[config.mk]
export PLATFORM = sky130hd
export DESIGN_NAME = cv32e40p_tmr_fault_monitor
export DESIGN_NICKNAME = d
export VERILOG_FILES = /design/src/rtl/cv32e40p_tmr_fault_monitor.sv
export SDC_FILE = /design/constraint.sdc
export NUM_CORES = 1
export LEC_CHECK = 0
export ABC_AREA = 0
export BUFFER_PORTS_ARGS = -buffer_cell sky130_fd_sc_hd__buf_2
export CAP_MARGIN = 20
export CORE_UTILIZATION = 30
export CTS_CLUSTER_DIAMETER = 40
export DETAILED_ROUTE_END_ITERATION = 7
export MAX_ROUTING_LAYER = met4
export PLACE_DENSITY_LB_ADDON = 0.25
export SYNTH_ARGS = -nofsm -noshare
export SYNTH_HDL_FRONTEND = slang
export SYNTH_SLANG_ARGS = --single-unit
[constraint.sdc]
create_clock -name clk -period 7.2 [get_ports clk]
set_input_delay 0.36 -clock clk [delete_from_list [all_inputs] [get_ports clk]]
set_output_delay 0.36 -clock clk [all_outputs]
set_load 0.005 [all_outputs]
[src/rtl/cv32e40p_tmr_fault_monitor.sv]
// Majority voter and fault monitor for one triplicated CS-register output.
// Drives a registered vote, per-replica fault flags and counters, and a
// request/acknowledge resync handshake for a replica that stays wrong.
//
// Ports:
//   clk, rst            clock, async active-high reset
//   valid_i             replica inputs meaningful this cycle
//   res0_i..res2_i      replica buses
//   clear_i             clears counters and sticky flags, releases FAIL
//   resync_ack_i        controller finished the resync
//   voted_o             registered bitwise majority
//   voted_valid_o       registered valid_i
//   mismatch_o          some replica differed on the last valid cycle
//   fault_vec_o         per-replica disagreement on the last valid cycle
//   uncorrectable_o     sticky: all three replicas pairwise different
//   err_cnt0_o..2_o     saturating per-replica disagreement counts
//   resync_req_o        resync request
//   resync_id_o         replica to resync
//   resync_timeout_o    sticky: a request timed out
module cv32e40p_tmr_fault_monitor #(
    parameter int unsigned WIDTH   = 32,
    parameter int unsigned CNT_W   = 8,
    parameter int unsigned PERSIST = 4,
    parameter int unsigned TIMEOUT = 16
) (
    input  logic             clk,
    input  logic             rst,
    input  logic             valid_i,
    input  logic [WIDTH-1:0] res0_i,
    input  logic [WIDTH-1:0] res1_i,
    input  logic [WIDTH-1:0] res2_i,
    input  logic             clear_i,
    input  logic             resync_ack_i,
    output logic [WIDTH-1:0] voted_o,
    output logic             voted_valid_o,
    output logic             mismatch_o,
    output logic [2:0]       fault_vec_o,
    output logic             uncorrectable_o,
    output logic [CNT_W-1:0] err_cnt0_o,
    output logic [CNT_W-1:0] err_cnt1_o,
    output logic [CNT_W-1:0] err_cnt2_o,
    output logic             resync_req_o,
    output logic [1:0]       resync_id_o,
    output logic             resync_timeout_o
);

    typedef enum logic [1:0] {
        IDLE,
        REQ,
        DONE,
        FAIL
    } state_t;

    localparam logic [7:0]       PMAX  = 8'(PERSIST);
    localparam logic [7:0]       TLAST = 8'(TIMEOUT - 1);
    localparam logic [CNT_W-1:0] CMAX  = '1;

    state_t                  state_q;
    logic [7:0]              tcnt_q;
    logic [WIDTH-1:0]        maj;
    logic [2:0]              flt;
    logic                    unc_now;
    logic [2:0][7:0]         p_q;
    logic [2:0][7:0]         p_nxt;
    logic [2:0]              hit;
    logic [1:0]              lo_id;
    logic [2:0][CNT_W-1:0]   cnt_q;

    assign err_cnt0_o = cnt_q[0];
    assign err_cnt1_o = cnt_q[1];
    assign err_cnt2_o = cnt_q[2];

    // Persistence is judged on the post-update count so a request
    // follows the cycle that completes the faulty run.
    always_comb begin
        maj = (res0_i & res1_i) | (res1_i & res2_i) |
              (res0_i & res2_i);
        flt[0] = valid_i && (res0_i != maj);
        flt[1] = valid_i && (res1_i != maj);
        flt[2] = valid_i && (res2_i != maj);
        unc_now = valid_i && (res0_i != res1_i) &&
                  (res1_i != res2_i) && (res0_i != res2_i);
        for (int k = 0; k < 3; k++) begin
            p_nxt[k] = p_q[k];
            if (valid_i) begin
                if (!flt[k]) begin
                    p_nxt[k] = '0;
                end else if (p_q[k] != PMAX) begin
                    p_nxt[k] = p_q[k] + 8'd1;
                end
            end
            hit[k] = (p_nxt[k] == PMAX);
        end
    end

    always_comb begin
        if (hit[0]) begin
            lo_id = 2'd0;
        end else if (hit[1]) begin
            lo_id = 2'd1;
        end else begin
            lo_id = 2'd2;
        end
    end

    always_ff @(posedge clk or posedge rst) begin
        if (rst) begin
            voted_o         <= '0;
            voted_valid_o   <= 1'b0;
            mismatch_o      <= 1'b0;
            fault_vec_o     <= '0;
            uncorrectable_o <= 1'b0;
            cnt_q           <= '0;
            p_q             <= '0;
        end else begin
            voted_valid_o <= valid_i;
            if (valid_i) begin
                voted_o     <= maj;
                fault_vec_o <= flt;
                mismatch_o  <= |flt;
            end
            if (clear_i) begin
                uncorrectable_o <= 1'b0;
            end else if (unc_now) begin
                uncorrectable_o <= 1'b1;
            end
            for (int k = 0; k < 3; k++) begin
                if (clear_i) begin
                    cnt_q[k] <= '0;
                end else if (flt[k] && cnt_q[k] != CMAX) begin
                    cnt_q[k] <= cnt_q[k] + 1'b1;
                end
                // The resynced replica restarts its persistence run.
                if (state_q == DONE && resync_id_o == 2'(k)) begin
                    p_q[k] <= '0;
                end else begin
                    p_q[k] <= p_nxt[k];
                end
            end
        end
    end

    always_ff @(posedge clk or posedge rst) begin
        if (rst) begin
            state_q          <= IDLE;
            tcnt_q           <= '0;
            resync_req_o     <= 1'b0;
            resync_id_o      <= '0;
            resync_timeout_o <= 1'b0;
        end else begin
            if (clear_i) begin
                resync_timeout_o <= 1'b0;
            end
            unique case (state_q)
                IDLE: begin
                    // A fully disagreeing cycle gives no trustworthy
                    // copy to resync from, so hold off.
                    if (|hit && !unc_now) begin
                        state_q      <= REQ;
                        resync_req_o <= 1'b1;
                        resync_id_o  <= lo_id;
                        tcnt_q       <= '0;
                    end
                end
                REQ: begin
                    tcnt_q <= tcnt_q + 8'd1;
                    if (resync_ack_i) begin
                        state_q      <= DONE;
                        resync_req_o <= 1'b0;
                    end else if (tcnt_q == TLAST) begin
                        state_q      <= FAIL;
                        resync_req_o <= 1'b0;
                        if (!clear_i) begin
                            resync_timeout_o <= 1'b1;
                        end
                    end
                end
                DONE: begin
                    state_q <= IDLE;
                end
                FAIL: begin
                    if (clear_i) begin
                        state_q <= IDLE;
                    end
                end
                default: begin
                    state_q <= IDLE;
                end
            endcase
        end
    end

endmodule

Word-level counts from Yosys, hierarchy flattened
Cells that the tools add are included.
{ "op_classes": {"n_bitwise": 5, "addsub": 7, "muxes": 38, "n_eq_ne": 24, "reduce_logical": 27} }
{ "op_table": {"columns": ["op", "n"], "rows": [
  ["inequality test 32 bit", 6],
  ["2-to-1 mux 8 bit", 19],
  ["bitwise AND 32 bit", 3],
  ["bitwise OR 32 bit", 2],
  ["adder 8 x 1 -> 8 bit, second input constant", 7],
  ["equality test 8 x 3 -> 1 bit, second input constant", 3],
  ["inequality test 8 x 3 -> 1 bit, second input constant", 3],
  ["inequality test 8 bit, second input constant", 3],
  ["one-hot mux 8 bit (2 select lines)", 1],
  ["logical AND 1 bit", 13],
  ["2-to-1 mux 2 bit", 6],
  ["2-to-1 mux 1 bit", 10],
  ["nonzero test 2 bit", 5],
  ["equality test 8 x 4 -> 1 bit, second input constant", 1],
  ["one-hot mux 2 bit (4 select lines)", 1],
  ["equality test 2 bit, second input constant", 3],
  ["AND reduction 3 bit", 2],
  ["OR reduction 3 bit", 2],
  ["equality test 2 x 1 -> 1 bit, second input constant", 2],
  ["zero test 2 bit", 2],
  ["inequality test 2 bit, second input constant", 2],
  ["AND reduction 2 bit", 2],
  ["inequality test 3 bit, second input constant", 1],
  ["one-hot mux 1 bit (2 select lines)", 1],
  ["zero test 1 bit", 1]
]} }
{ "word_totals": {"register_bits": 100, "output_inout_bits": 66, "wordCells": 117, "in_bits": 101} }

Logic depth before layout (Yosys ltp)
Gate-level depths: netlist (run 1).
{ "depth": {"depth_word": 12, "depth_mapped": 11, "mapped_depth_nobuf": 10} }

Worst setup path after synthesis (run 1)
Ideal clock, no wire load.
{ "synth_timing": {"path_kind": "input to register", "start": "input port res0_i[2]", "end": "register state_q[0]", "setup_ps": 124, "cell_stages": 10, "n_path_buf": 1, "t_arrival_ps": 2302, "required_ps": 7076, "setup_slack_ps": 4774, "path_cell_list": "ha_1 > nor4_1 > o22ai_1 > nor4_1 > and4_1 > buf_2 > o21ai_1 > o2111ai_1 > a31oi_4 > o21bai_1"} }
{ "synth_via": {"elab_chain_len": 12, "word_cells_on_any_way": 29, "classes_between": "eq/ne (9); mux (6); bitwise (4); reduce/logical (10)"} }
{ "synth_lines": {"columns": ["item", "line_no", "text"], "rows": [
  ["start, declared", "29", "input logic [WIDTH-1:0] res0_i,"],
  ["bitwise AND 32 bit", "76", "maj = (res0_i & res1_i) | (res1_i & res2_i) |"],
  ["bitwise OR 32 bit (2 in series)", "76", null],
  ["inequality test 32 bit, on equally long branches", "78, 79, 80", null],
  ["logical AND 1 bit, on equally long branches", "78, 79, 80", null],
  ["2-to-1 mux 8 bit", "86", "if (!flt[k]) begin"],
  ["2-to-1 mux 8 bit", "85", "if (valid_i) begin"],
  ["equality test 8 x 3 -> 1 bit", "92", "hit[k] = (p_nxt[k] == PMAX);"],
  ["OR reduction 3 bit", "158", "if (|hit && !unc_now) begin"],
  ["logical AND 1 bit *", "158", null],
  ["inequality test 2 bit (no source line) *", null, null],
  ["AND reduction 3 bit (no source line) *", null, null],
  ["end signal, assigned", "159", "state_q <= REQ;"],
  ["end signal, assigned", "168", "state_q <= DONE;"],
  ["end signal, assigned", "171", "state_q <= FAIL;"],
  ["end, declared", "58", "state_t state_q;"]
]} }
Mark *: on every way between the ends. The rest lies on a longest branch, timed or not.
A chain may end at the register's enable or synchronous reset.

Worst setup path in the final report (run 1)
{ "layout_timing": {"start": "input port res1_i[23]", "end": "register tcnt_q[4]"} }
{ "layout_via": {"elab_chain_len": 12, "word_cells_on_any_way": 29, "classes_between": "eq/ne (9); mux (6); bitwise (4); reduce/logical (10)"} }
{ "layout_lines": {"columns": ["item", "line_no", "text"], "rows": [
  ["start, declared", "30", "input logic [WIDTH-1:0] res1_i,"],
  ["bitwise AND 32 bit", "76", null],
  ["bitwise OR 32 bit (2 in series)", "76", null],
  ["inequality test 32 bit, on equally long branches", "78, 79, 80", null],
  ["logical AND 1 bit, on equally long branches", "78, 79, 80", null],
  ["2-to-1 mux 8 bit", "86", null],
  ["2-to-1 mux 8 bit", "85", null],
  ["equality test 8 x 3 -> 1 bit", "92", null],
  ["OR reduction 3 bit", "158", null],
  ["logical AND 1 bit *", "158", null],
  ["inequality test 2 bit (no source line) *", null, null],
  ["AND reduction 2 bit (no source line) *", null, null],
  ["end signal, assigned", "166", "tcnt_q <= tcnt_q + 8'd1;"],
  ["end, declared", "59", "logic [7:0] tcnt_q;"]
]} }
Marks and branches as above.

==> out/results.env, run 1 <==
PLACE_HPWL_MM=22.4
DRT_FIRST_ITER_VIOLATIONS=745
GLOBALPLACE.CONGESTION=0.881
NUMBER_OF_BUFFER_CELLS_ADDED_ON_PRIMARY_PORTS=166
SYNTH_AREA_LEADERS='dfrtp_1 29%, ha_1 16%, o31a_1 10%, nor4_1 9.8%, nor2_1 4.8%'
INITIAL_UTILIZATION_PCT=30.6
CLOCK_PATH_BUFFERS=2
CLOCK-SINKS=100
PLACEMENT.SETUP.WORST_SLACK_NS=3.24
YS_WARN_COUNT=0
YS_DOMINANT_REG_CELL='dfrtp_1'
SYN-MEAN-INSTANCE-AREA_UM2=8.64
GRT_USAGE_PCT=20.4
CTS.REPAIR.RESIZED=0
CRITICAL_R2R_LAUNCH='p_q[20]'
POSTCTSHOLDBUFS=0
SLOWEST_DELAY_NS=0.67
DRC=0
TRITONCTS='yes'
TOTAL_LEAKAGE_POWER_uW=0.00413
SLEW_VIOLATIONS=0
DRT-PASS1-ITER-COUNT=5
CRITPATHREQUIREDTIME_NS=7.44
CLK_TRANSITION_REPORTED_PATHS_NS=0.08
GRT_MAX_DEGREE=74
ROUTE.FINAL.WIRE_LENGTH_MM=29.0
VIAS=8596
ANT_NETS=0
MAXCLOCKFREQUENCY_GHz=0.271
FIN_CELLS=1528
HP-CLASS='in2async'
I_O_PINS=167
SYNTH.TOP_CELL.AREA_SHARE_PCT=29.3
GRT_PASS1_VIAS=7836
CLKLATENCYLATEPIN_NS=0.36
OUTCOME='completed'
CRITICAL_PATH.MAX_FANOUT=13
ROUTED_VIA_DENSITY=5.63
POST_ROUTE_CELLS_DRIVE_ABOVE_1_SHARE_PCT=17.3
ANTENNA_FOUND_INITIAL=7
CRITICAL_PATH.ENDPOINT_TYPE='flop'
FINAL_NET_COUNT=1344
SYNTH_EDF_COUNT=0
SYN_TO_FINAL_GROWTH_PCT=18.0
POWER.DENSITY_CELL_AREA_nW_PER_UM2=212
SYNTH.FF_LATCH_COUNT=100
WORST_IR_DROP_VDD_V=0.000103
HOLD_VIOLATIONS=0
CHIPHEIGHT_UM=171
LAYOUT.FILLER_CELLS=2985
PLACEMENT_ROWS=61
WORST-ENDPOINT-ARRIVAL_NS=3.93
FINALWORSTSETUPSLACK_NS=3.51
MAX_SLEW_MARGIN_PCT=33.5
SYNTH_TOP_CELL_BY_AREA='dfrtp_1'
CLOCK_TREE.ROOT_CELL='clkbuf_16'
WHS_NS=0.00679
TIGHTESTPINTRANSITION_NS=0.995
POSTSYNTH.ASYNCRESETSHARE_PCT=100
CP_CELL_SEQUENCE='buf_2 -> ha_1 -> nor4_1 -> o22ai_1 -> nor4_1 -> nand4_1 -> o21ai_0 -> nand4b_1 -> a31oi_4 -> nor2_1'
GRT_SETUP_UNREPAIRED='no'
MULTI_INPUT_COMB_AREA_UM2=5840
SYNTH_CELLS=988
SETUP-TNS-FINAL_NS=0
HTREEDEPTH=3
SYNTH_SEQUENTIAL_AREA_RATIO_PCT=29.3
DPL.CELL_COUNT=1504
FP.DIEAREA_UM2=29100
TIMING.FINAL.CRIT_SHARE_PCT=51.3
SYNTHESIS.AREA_UM2=8540
GLOBALROUTE.TOTALOVERFLOW=0
NUMCTSBUFFERS=9
R2R-END='resync_req_o'
ROUTE.DETAILED.WL_PER_INST_UM=19.0
DIE-WIDTH_UM=171
FLOORPLAN.CORE_AREA_UM2=27900
DRV_CAP=0
REGISTER_AREA_UM2=2500
PATH_COMMON_CELL='nor4_1'
FF2FF_SETUP_SLACK_NS=4.61
FINALCLOCKSKEW_NS=0.0130
CP-START-KIND='input pin'
CRITICAL_PATH_S_SLOWEST_CELL='nand4_1'
POST-CTS-SETUP-BUFFERS=0
SYNTH_NETS=1195
GRT_FIRST_PASS_WIRELENGTH_MM=44.1
POST_SYNTH_NUM_CELL_TYPES=57
REPORT.FINAL.SETUP_VIOL=0
WORSTREGTOREGCELLS=7
WORSTSETUPPATHTYPE='in2reg'
PERIOD_NEEDED_NS=3.69
-- Yosys cell counts (3+ instances only) --
master,count
nand2b_1,6
clkbuf_1,24
o21ai_0,19
a21o_1,3
dfrtp_1,100
o21ai_1,3
nand2_1,50
xor2_1,14
inv_1,18
nor3_1,49
o31a_1,99
nor2_1,110
or4_1,4
a31oi_1,5
a22oi_1,4
buf_2,5
or3_1,8
mux2i_1,7
nor4_1,134
a211oi_1,5
nand3_1,27
nand4_1,16
nor2b_1,3
a21oi_1,56
ha_1,106
and3_1,10
o22ai_1,51
xnor2_1,16
-- kinds of logic after synthesis --
group                      Yosys count  synth area share [%]
DFF                                100                  29.3
buffers and inverters               49                  2.32
adders and majority gates          106                  15.5
muxes                                7                 0.821
AOI/OAI and AO/OA                  268                  22.8
xor gates and xnor gates            30                  3.08
and+or+nand+nor                    428                  26.1
-- registers in the layout (all words and copies together), names as in the netlist --
register	count
voted_o	32
p_q	24
err_cnt0_o	8
err_cnt1_o	8
err_cnt2_o	8
tcnt_q	8
fault_vec_o	3
resync_id_o	2
state_q	2
mismatch_o	1
resync_req_o	1
resync_timeout_o	1
uncorrectable_o	1
voted_valid_o	1
-- metal layers --
metal / GRT usage [%] / part of all wire [%] / vias to the layer above
li1: - / - / 4284
met1: 28.4 / 50 / 4061
met2: 29.6 / 43 / 219
met3: 4.02 / 5.5 / 32
met4: 5.72 / 1.7 / 0
met5: - / 0 / -
-- cell type report --
class                   count  share of cell area, %
repair buffers            169                   8.50
multi-input cells         839                   58.0
inverters                  18                  0.696
clock inverters             7                  0.857
clock buffers               9                   2.24
flip-flops and latches    100                   24.8
well taps                 378                   4.70
diodes                      8                  0.199
-- worst max-delay path, delay by kind of cell --
family                   cells  cell delay [ns]
AND/OR/NAND/NOR              5             2.25
AO/OA/AOI/OAI                3             0.91
adder cells (fa/ha/maj)      1             0.28
buffers and inverters        1             0.13
-- power by group --
group | leakage (uW) | switching (uW) | internal (uW)
clock | 0.000151 | 275 | 252
sequential | 0.00122 | 143 | 664
combinational | 0.00276 | 447 | 351
-- layout by cell type (no fill, tap or decap), types with 16 or more instances in the layout --
cell type	Yosys	routed
nor4_1	134	134
nor2_1	110	110
nand3_1	27	27
inv_1	18	17
dfrtp_1	100	100
ha_1	106	106
nor3_1	49	49
nand2_1	50	50
a21oi_1	56	56
o31a_1	99	99
buf_2	5	165
o21ai_0	19	19
o22ai_1	51	51
xnor2_1	16	16
nand4_1	16	16
-- how the worst max path moves through the flow --
stage / startpoint / end / slack [ns] / depth (start not counted)
2_1_floorplan: rst / err_cnt0_o[0] / 4.22 / 1
3_3_place_gp: res1_i[23] / state_q[0] / 3.29 / 10
3_5_place_dp: res1_i[23] / tcnt_q[1] / 3.24 / 10
4_1_cts: res1_i[23] / tcnt_q[1] / 3.61 / 10
5_1_grt: res1_i[23] / tcnt_q[0] / 3.37 / 10
6_report: res1_i[23] / tcnt_q[4] / 3.51 / 10
-- metrics by stage --
stage / total power (uW) / cell area (um2) / utilization [%]
final: 2130 / 10100 / 36.2
after global routing: 2290 / 10100 / 36.1
after CTS: 2150 / 10100 / 36.1
after detailed placement: 1610 / 9740 / 35.0
after global placement: 1600 / 9740 / 35.0
after floorplan: 1350 / 8540 / -
(Power assumes the default switching activity.)
==> run 2, diff against run 1 <==
==> constraint.sdc (replaced) <==
create_clock -name clk -period 3.8 [get_ports clk]
set_input_delay 0.19 -clock clk [delete_from_list [all_inputs] [get_ports clk]]
set_output_delay 0.19 -clock clk [all_outputs]
set_load 0.005 [all_outputs]
==> run 2 against run 1 <==
Effect of this change: register-to-register slack worse by 3.4 ns; wire length is 2.0% lower; core utilization is 0.25 points higher; clock skew hardly changed; first-iteration DRC count is 1.2% higher; power is 89% higher; clock-buffer cell count stayed put; die area stayed put; hold slack better by 0.075 ns; sequential cell count stayed put; via count is 0.78% lower; critical path type unchanged; largest cell class unchanged; largest power group unchanged.
==> out/results.env, run 2 (synthesized netlist as in run 1, its figures left out) <==
DRT_FIRST_ITER_VIOLATIONS=754  # +1.2%
COMBPWRFRAC_PCT=37.2  # -0.2 points
GRT_FIRST_PASS_WIRELENGTH_MM=43.6  # -1.1%
CLK_TRANSITION_REPORTED_PATHS_NS=0.09  # about the same
MAX_SLEW_MARGIN_PCT=29.9  # -3.6 points
R2R-END='tcnt_q[5]'
FLOORPLAN.CORE_AREA_UM2=27900  # unchanged
GRT_PASS1_VIAS=7890  # +0.69%
WORST_IR_DROP_VDD_V=0.000235  # +130%
CRITICAL_PATH.MAX_FANOUT=9  # -4
CP.DEPTH=11  # +1
REPORT.FINAL.SETUP_VIOL=0  # unchanged
TIMING.FINAL.CRIT_SHARE_PCT=76.1
GLOBALROUTE.TOTALOVERFLOW=0  # unchanged
OUTCOME='completed'
CLOCK_TREE.ROOT_CELL='clkbuf_16'
FINALCLOCKSKEW_NS=0.0129  # -0.000115 ns
HP-CLASS='in2reg'
WORSTSETUPENDPOINT='state_q[0]'
CLK_PWR_SHARE_PCT=24.9  # +0.2 points
HTREEDEPTH=3  # unchanged
LARGEST_REGISTER='voted_o'
REG_TOP3='voted_o x32, p_q x24'
FINAL_NET_COUNT=1351  # +0.52%
NUMCTSBUFFERS=9  # unchanged
DRV_CAP=0  # unchanged
TRITONCTS='yes'
P_INT_uW=2400  # +90%
CRITICAL_R2R_LAUNCH='p_q[4]'
WHS_NS=0.0816  # +0.0748 ns
HOLD_VIOLATIONS=0  # unchanged
CLOCK-SINKS=100  # unchanged
SHARE_SEQ_OF_TOTAL_POWER_PCT=37.9  # about the same
WORSTSETUPPATHTYPE='in2reg'
DPL.CELL_COUNT=1509  # +0.33%
NUMBER_OF_BUFFER_CELLS_ADDED_ON_PRIMARY_PORTS=166  # unchanged
WORSTPATHBUFFERINVERTERCOUNT=2  # +1
POWER.DENSITY_CELL_AREA_nW_PER_UM2=398  # +88%
ANT_NETS=0  # unchanged
TIMING.CRITICAL_PATH.MAX_DELAY_FAMILY='simple AND/OR/NAND/NOR gates'
MOSTFREQUENTLAYOUTCELL='buf_2'
FP.DIEAREA_UM2=29100  # unchanged
SETUP-TNS-FINAL_NS=0  # unchanged
FIN_CELLS=1533  # +0.33%
P_SW_SHARE_PCT=40.5  # -0.043 points
DRT-PASS1-ITER-COUNT=5  # unchanged
DIE-WIDTH_UM=171  # unchanged
NETSWITCHINGPOWER_uW=1640  # +89%
PLACEMENT_ROWS=61  # unchanged
CP_CELL_SEQUENCE='buf_2 -> ha_1 -> nor4_1 -> o22ai_1 -> nor4_1 -> nand4_1 -> buf_4 -> and3_4 -> a21oi_4 -> a31oi_4 -> o21bai_1'
TOTAL_LEAKAGE_POWER_uW=0.00417  # +1.0%
CHIPHEIGHT_UM=171  # unchanged
FLIP_FLOP_COUNT_OF_THE_LARGEST_REGISTER_AFTER_LAYOUT=32  # unchanged
CTS.REPAIR.RESIZED=0  # unchanged
WORSTREGTOREGCELLS=8  # +1
POSTCTSHOLDBUFS=0  # unchanged
ROUTE.FINAL.WIRE_LENGTH_MM=28.4  # -2.0%
TIGHTESTPINTRANSITION_NS=1.05  # +0.0546 ns
DRC=0  # unchanged
ROUTE.DETAILED.WL_PER_INST_UM=18.5  # -2.3%
POST_ROUTE_CELLS_DRIVE_ABOVE_1_SHARE_PCT=17.8  # +0.42 points
FF2FF_SETUP_SLACK_NS=1.18  # -3.43 ns
ROUTED_VIA_DENSITY=5.56  # -1.1%
INITIAL_UTILIZATION_PCT=30.6  # unchanged
CP-START-KIND='input pin'
GRT_SETUP_UNREPAIRED='no'
CRITICAL_PATH_S_SLOWEST_CELL='nor4_1'
CLKLATENCYLATEPIN_NS=0.37  # about the same
GRT_USAGE_PCT=20.1  # -0.29 points
VIAS=8529  # -0.78%
SLEW_VIOLATIONS=0  # unchanged
CLOCK_PATH_BUFFERS=2  # unchanged
GRT_MAX_DEGREE=73  # -1.4%
CRITICAL_PATH.ENDPOINT_TYPE='flop'
PLACE_HPWL_MM=22.1  # -1.4%
MAXCLOCKFREQUENCY_GHz=0.346
GLOBALPLACE.CONGESTION=0.928  # +5.3%
PERIOD_NEEDED_NS=2.89
POST-CTS-SETUP-BUFFERS=0  # unchanged
SYN_TO_FINAL_GROWTH_PCT=18.8
MOST-COMMON-LAYOUT-CELLS='166 x buf_2, 134 x nor4_1, 110 x nor2_1'
I_O_PINS=167  # unchanged
SLOWEST_DELAY_NS=0.72  # +0.05 ns
CRITPATHREQUIREDTIME_NS=4.07  # -3.37 ns
WORSTSETUPSTARTPOINT='res1_i[17]'
PATH_COMMON_CELL='nor4_1'
WORST-ENDPOINT-ARRIVAL_NS=3.16  # -0.77 ns
ANTENNA_FOUND_INITIAL=6  # -1
-- run 2: power groups by stage --
stage	Clock [uW]	Combinational, uW	Sequential (uW)
detailed placement	0	1490	1540
global placement	0	1480	1550
floorplan	0	1130	1440
CTS	1040	1500	1530
finish	1010	1500	1530
global route	1070	1690	1570
-- run 2: area by class of cell --
class	count	area, um2
tap	378	473
fill	2921	17700
clock buffer	9	225
antenna	6	15.0
timing repair buffer	176	928
inverter	18	70.1
clock inverter	7	88.8
sequential	100	2500
multi-input combinational	839	5840
-- run 2: per-layer routing --
| layer | global-route usage [%] | vias to the layer above | routed length (um) |
|---|---|---|---|
| met5 | - | - | 0 |
| met4 | 5.95 | 0 | 463 |
| met3 | 4.35 | 29 | 1960 |
| met2 | 29.0 | 236 | 12100 |
| met1 | 27.8 | 3974 | 13900 |
| li1 | - | 4290 | - |
-- run 2: worst min path at each step --
stage | cells past startpoint | endpoint | slack, ns | start
global placement | 1 | resync_req_o | 0.46 | resync_req_o
detailed placement | 1 | resync_req_o | 0.46 | resync_req_o
CTS | 3 | state_q[1] | 0.07 | resync_ack_i
global route | 3 | state_q[1] | 0.10 | resync_ack_i
floorplan | 0 | voted_valid_o | 0.22 | valid_i
finish | 3 | state_q[1] | 0.08 | resync_ack_i
-- run 2: stage by stage --
step | power [uW] | cell area, um2 | worst slack [ns] | util, %
after global placement | 3020 | 9770 | 0.478 | 35.1
final | 4040 | 10100 | 0.908 | 36.4
after global routing | 4320 | 10100 | 0.673 | 36.4
after detailed placement | 3030 | 9770 | 0.584 | 35.1
after CTS | 4060 | 10100 | 0.974 | 36.2
after floorplan | 2560 | 8540 | 0.991 | -
-- run 2: worst min-delay path, cell delays in order --
cell and delay [ns]:
buf_2 0.10, nor3_1 0.05, nor2_1 0.08
==> run 3, diff against run 2 <==
==> constraint.sdc (replaced) <==
create_clock -name clk -period 2.6 [get_ports clk]
set_input_delay 0.13 -clock clk [delete_from_list [all_inputs] [get_ports clk]]
set_output_delay 0.13 -clock clk [all_outputs]
set_load 0.005 [all_outputs]
==> run 3 against run 2 <==
Effect of this change: power is 55% higher; non-clock buffer count is 201 higher; largest cell class unchanged; largest power group is now combinational cells; critical path depth is 3 higher; critical endpoint is now tcnt_q[0]; global-route usage is 0.85 points higher.
==> out/results.env, run 3 (synthesized netlist as in run 1, its figures left out) <==
WORST_IR_DROP_VDD_V=0.000289  # +23%
P_SW_SHARE_PCT=39.8  # -0.75 points
DRV_CAP=0  # unchanged
ANTENNA_FOUND_INITIAL=9  # +3
HOLD_VIOLATIONS=0  # unchanged
MAXCLOCKFREQUENCY_GHz=0.392
LARGEST_REGISTER='voted_o'
MULTI_INPUT_COMB_AREA_UM2=5890  # +0.96%
CRITICAL_PATH.ENDPOINT_TYPE='flop'
GRT_USAGE_PCT=20.9  # +0.85 points
POWER.DENSITY_CELL_AREA_nW_PER_UM2=536  # +34%
WORSTPATHBUFFERINVERTERCOUNT=5  # +3
NUMCTSBUFFERS=9  # unchanged
REG_TOP3='voted_o x32, p_q x24'
POST_ROUTE_CELLS_DRIVE_ABOVE_1_SHARE_PCT=30.7  # +13 points
DIE-WIDTH_UM=171  # unchanged
TOTAL_LEAKAGE_POWER_uW=0.00518  # +24%
HP-CLASS='in2reg'
HTREEDEPTH=3  # unchanged
NETSWITCHINGPOWER_uW=2500  # +53%
FLOORPLAN.CORE_AREA_UM2=27900  # unchanged
CLKLATENCYLATEPIN_NS=0.37  # about the same
CRITPATHREQUIREDTIME_NS=2.85  # -1.22 ns
GLOBALPLACE.CONGESTION=0.936  # +0.91%
PATH_COMMON_CELL='buf_4'
I_O_PINS=167  # unchanged
TIMING.FINAL.CRIT_SHARE_PCT=98.2
DRT-PASS1-ITER-COUNT=5  # unchanged
POWER.TOTAL_uW=6280  # +55%
CRITICAL_PATH_S_SLOWEST_CELL='nor4_2'
FINALWORSTSETUPSLACK_NS=0.0469  # -0.861 ns
INITIAL_UTILIZATION_PCT=30.6  # unchanged
PERIOD_NEEDED_NS=2.55
P_INT_uW=3780  # +57%
TIGHTESTPINTRANSITION_NS=0.585  # -0.464 ns
CLOCK_TREE.ROOT_CELL='clkbuf_16'
GLOBALROUTE.TOTALOVERFLOW=0  # unchanged
CLOCK-SINKS=100  # unchanged
REGISTER_AREA_UM2=2500  # unchanged
LAYOUT.CORE_UTILIZATION_PCT=42.1  # +5.7 points
SLEW_VIOLATIONS=0  # unchanged
WHS_NS=0.0269  # -0.0547 ns
SYN_TO_FINAL_GROWTH_PCT=37.3
GRT_FIRST_PASS_WIRELENGTH_MM=45.7  # +4.6%
FINAL_NET_COUNT=1552  # +15%
CRITICAL_PATH.MAX_FANOUT=6  # -3
NUMBER_OF_BUFFER_CELLS_ADDED_ON_PRIMARY_PORTS=166  # unchanged
CP-START-KIND='input pin'
SHARE_SEQ_OF_TOTAL_POWER_PCT=34.6  # -3.3 points
ROUTED_VIA_DENSITY=5.39  # -3.2%
CP_CELL_SEQUENCE='buf_2 -> ha_1 -> buf_4 -> nor4_2 -> o22ai_1 -> nor4_2 -> buf_4 -> nand4_1 -> buf_4 -> o21ai_0 -> nand4b_1 -> buf_4 -> a311oi_2 -> o21ai_1'
LAYOUT.FILLER_CELLS=2813  # -3.7%
GRT_SETUP_UNREPAIRED='yes'
CLK_TRANSITION_REPORTED_PATHS_NS=0.09  # about the same
PLACEMENT.SETUP.WORST_SLACK_NS=-0.348  # -0.932 ns
PLACE_HPWL_MM=23.5  # +6.5%
FP.DIEAREA_UM2=29100  # unchanged
VIAS=9355  # +9.7%
GRT_PASS1_VIAS=8465  # +7.3%
CLK_PWR_SHARE_PCT=23.7  # -1.2 points
COMBPWRFRAC_PCT=41.8  # +4.6 points
ROUTE.FINAL.WIRE_LENGTH_MM=29.8  # +4.8%
MOST-COMMON-LAYOUT-CELLS='209 x buf_4, 165 x buf_2, 127 x nor4_1'
GRT_MAX_DEGREE=101  # +38%
DRT_FIRST_ITER_VIOLATIONS=606  # -20%
MOSTFREQUENTLAYOUTCELL='buf_4'
TIMING.CRITICAL_PATH.MAX_DELAY_FAMILY='simple AND/OR/NAND/NOR gates'
ROUTE.DETAILED.WL_PER_INST_UM=17.1  # -7.5%
WORST-ENDPOINT-ARRIVAL_NS=2.81  # -0.35 ns
SLOWEST_DELAY_NS=0.38  # -0.34 ns
SETUP-TNS-FINAL_NS=0  # unchanged
CHIPHEIGHT_UM=171  # unchanged
WORSTSETUPPATHTYPE='in2reg'
DRC=0  # unchanged
FLIP_FLOP_COUNT_OF_THE_LARGEST_REGISTER_AFTER_LAYOUT=32  # unchanged
TRITONCTS='yes'
PLACEMENT_ROWS=61  # unchanged
MAX_SLEW_MARGIN_PCT=61.0  # +31 points
FF2FF_SETUP_SLACK_NS=0.14  # -1.04 ns
FINALCLOCKSKEW_NS=0.00793  # -0.00496 ns
REPORT.FINAL.SETUP_VIOL=0  # unchanged
OUTCOME='completed'
CLOCK_PATH_BUFFERS=2  # unchanged
ANT_NETS=0  # unchanged
run 3: changes by cell type in the layout (fill, tap and decap cells not counted), moves of 2 or more:
cell / change
buf_12: +2
nor4_1: -7
nor4_2: +7
buf_4: +201
diode_2: +3
run 3: layout make-up:
class                      instances  share of cell area (%)
multi-input combinational        839                    50.3
sequential                       100                    21.4
timing repair buffer             377                    20.9
tap                              378                    4.04
clock buffer                       9                    1.92
clock inverter                     7                   0.737
inverter                          18                   0.609
antenna                            9                   0.192
run 3: final timing paths:
path	from	endpoint	cells after the start
max	res0_i[3]	tcnt_q[0]	14
min in group asynchronous	rst	p_q[3]	4
max in group asynchronous	rst	voted_o[10]	4
max reg2reg	p_q[9]	tcnt_q[0]	11
min reg2reg	fault_vec_o[0]	fault_vec_o[0]	2
min	resync_ack_i	state_q[1]	3
run 3: timing repair:
item,CTS,global route
gates resized for setup,0,9
hold endpoints to repair,100,0
hold buffers,1,0
setup endpoints to repair,0,17
buffers inserted,0,1
run 3: power groups by stage:
stage	Combinational, uW	Sequential [uW]	Clock, uW
finish	2620	2170	1490
global route	2910	2220	1590
CTS	2580	2170	1530
detailed placement	2570	2200	0
global placement	2550	2190	0
floorplan	1650	2100	0
run 3: metal layers:
layer | part of all wire (%) | up-vias | global-route usage (%)
met2 | 44 | 218 | 31.2
met1 | 50 | 4428 | 29.3
met4 | 1.2 | 0 | 5.33
li1 | - | 4690 | -
met3 | 5.2 | 19 | 3.24
met5 | 0 | - | -
run 3: per-stage QoR:
stage,cells,area [um2]
floorplan,988,8540
global placement,1710,11300
CTS,1727,11600
global route,1737,11700
detailed placement,1710,11300
finish,1737,11700
run 3: worst reg2reg max path: cells and delay by family (launching register included):
| kind | cells | cell delay [ns] |
|---|---|---|
| buf+inv | 3 | 0.43 |
| flops | 1 | 0.42 |
| simple gates | 3 | 0.48 |
| fa+ha+maj | 1 | 0.18 |
| compound gates | 4 | 0.84 |
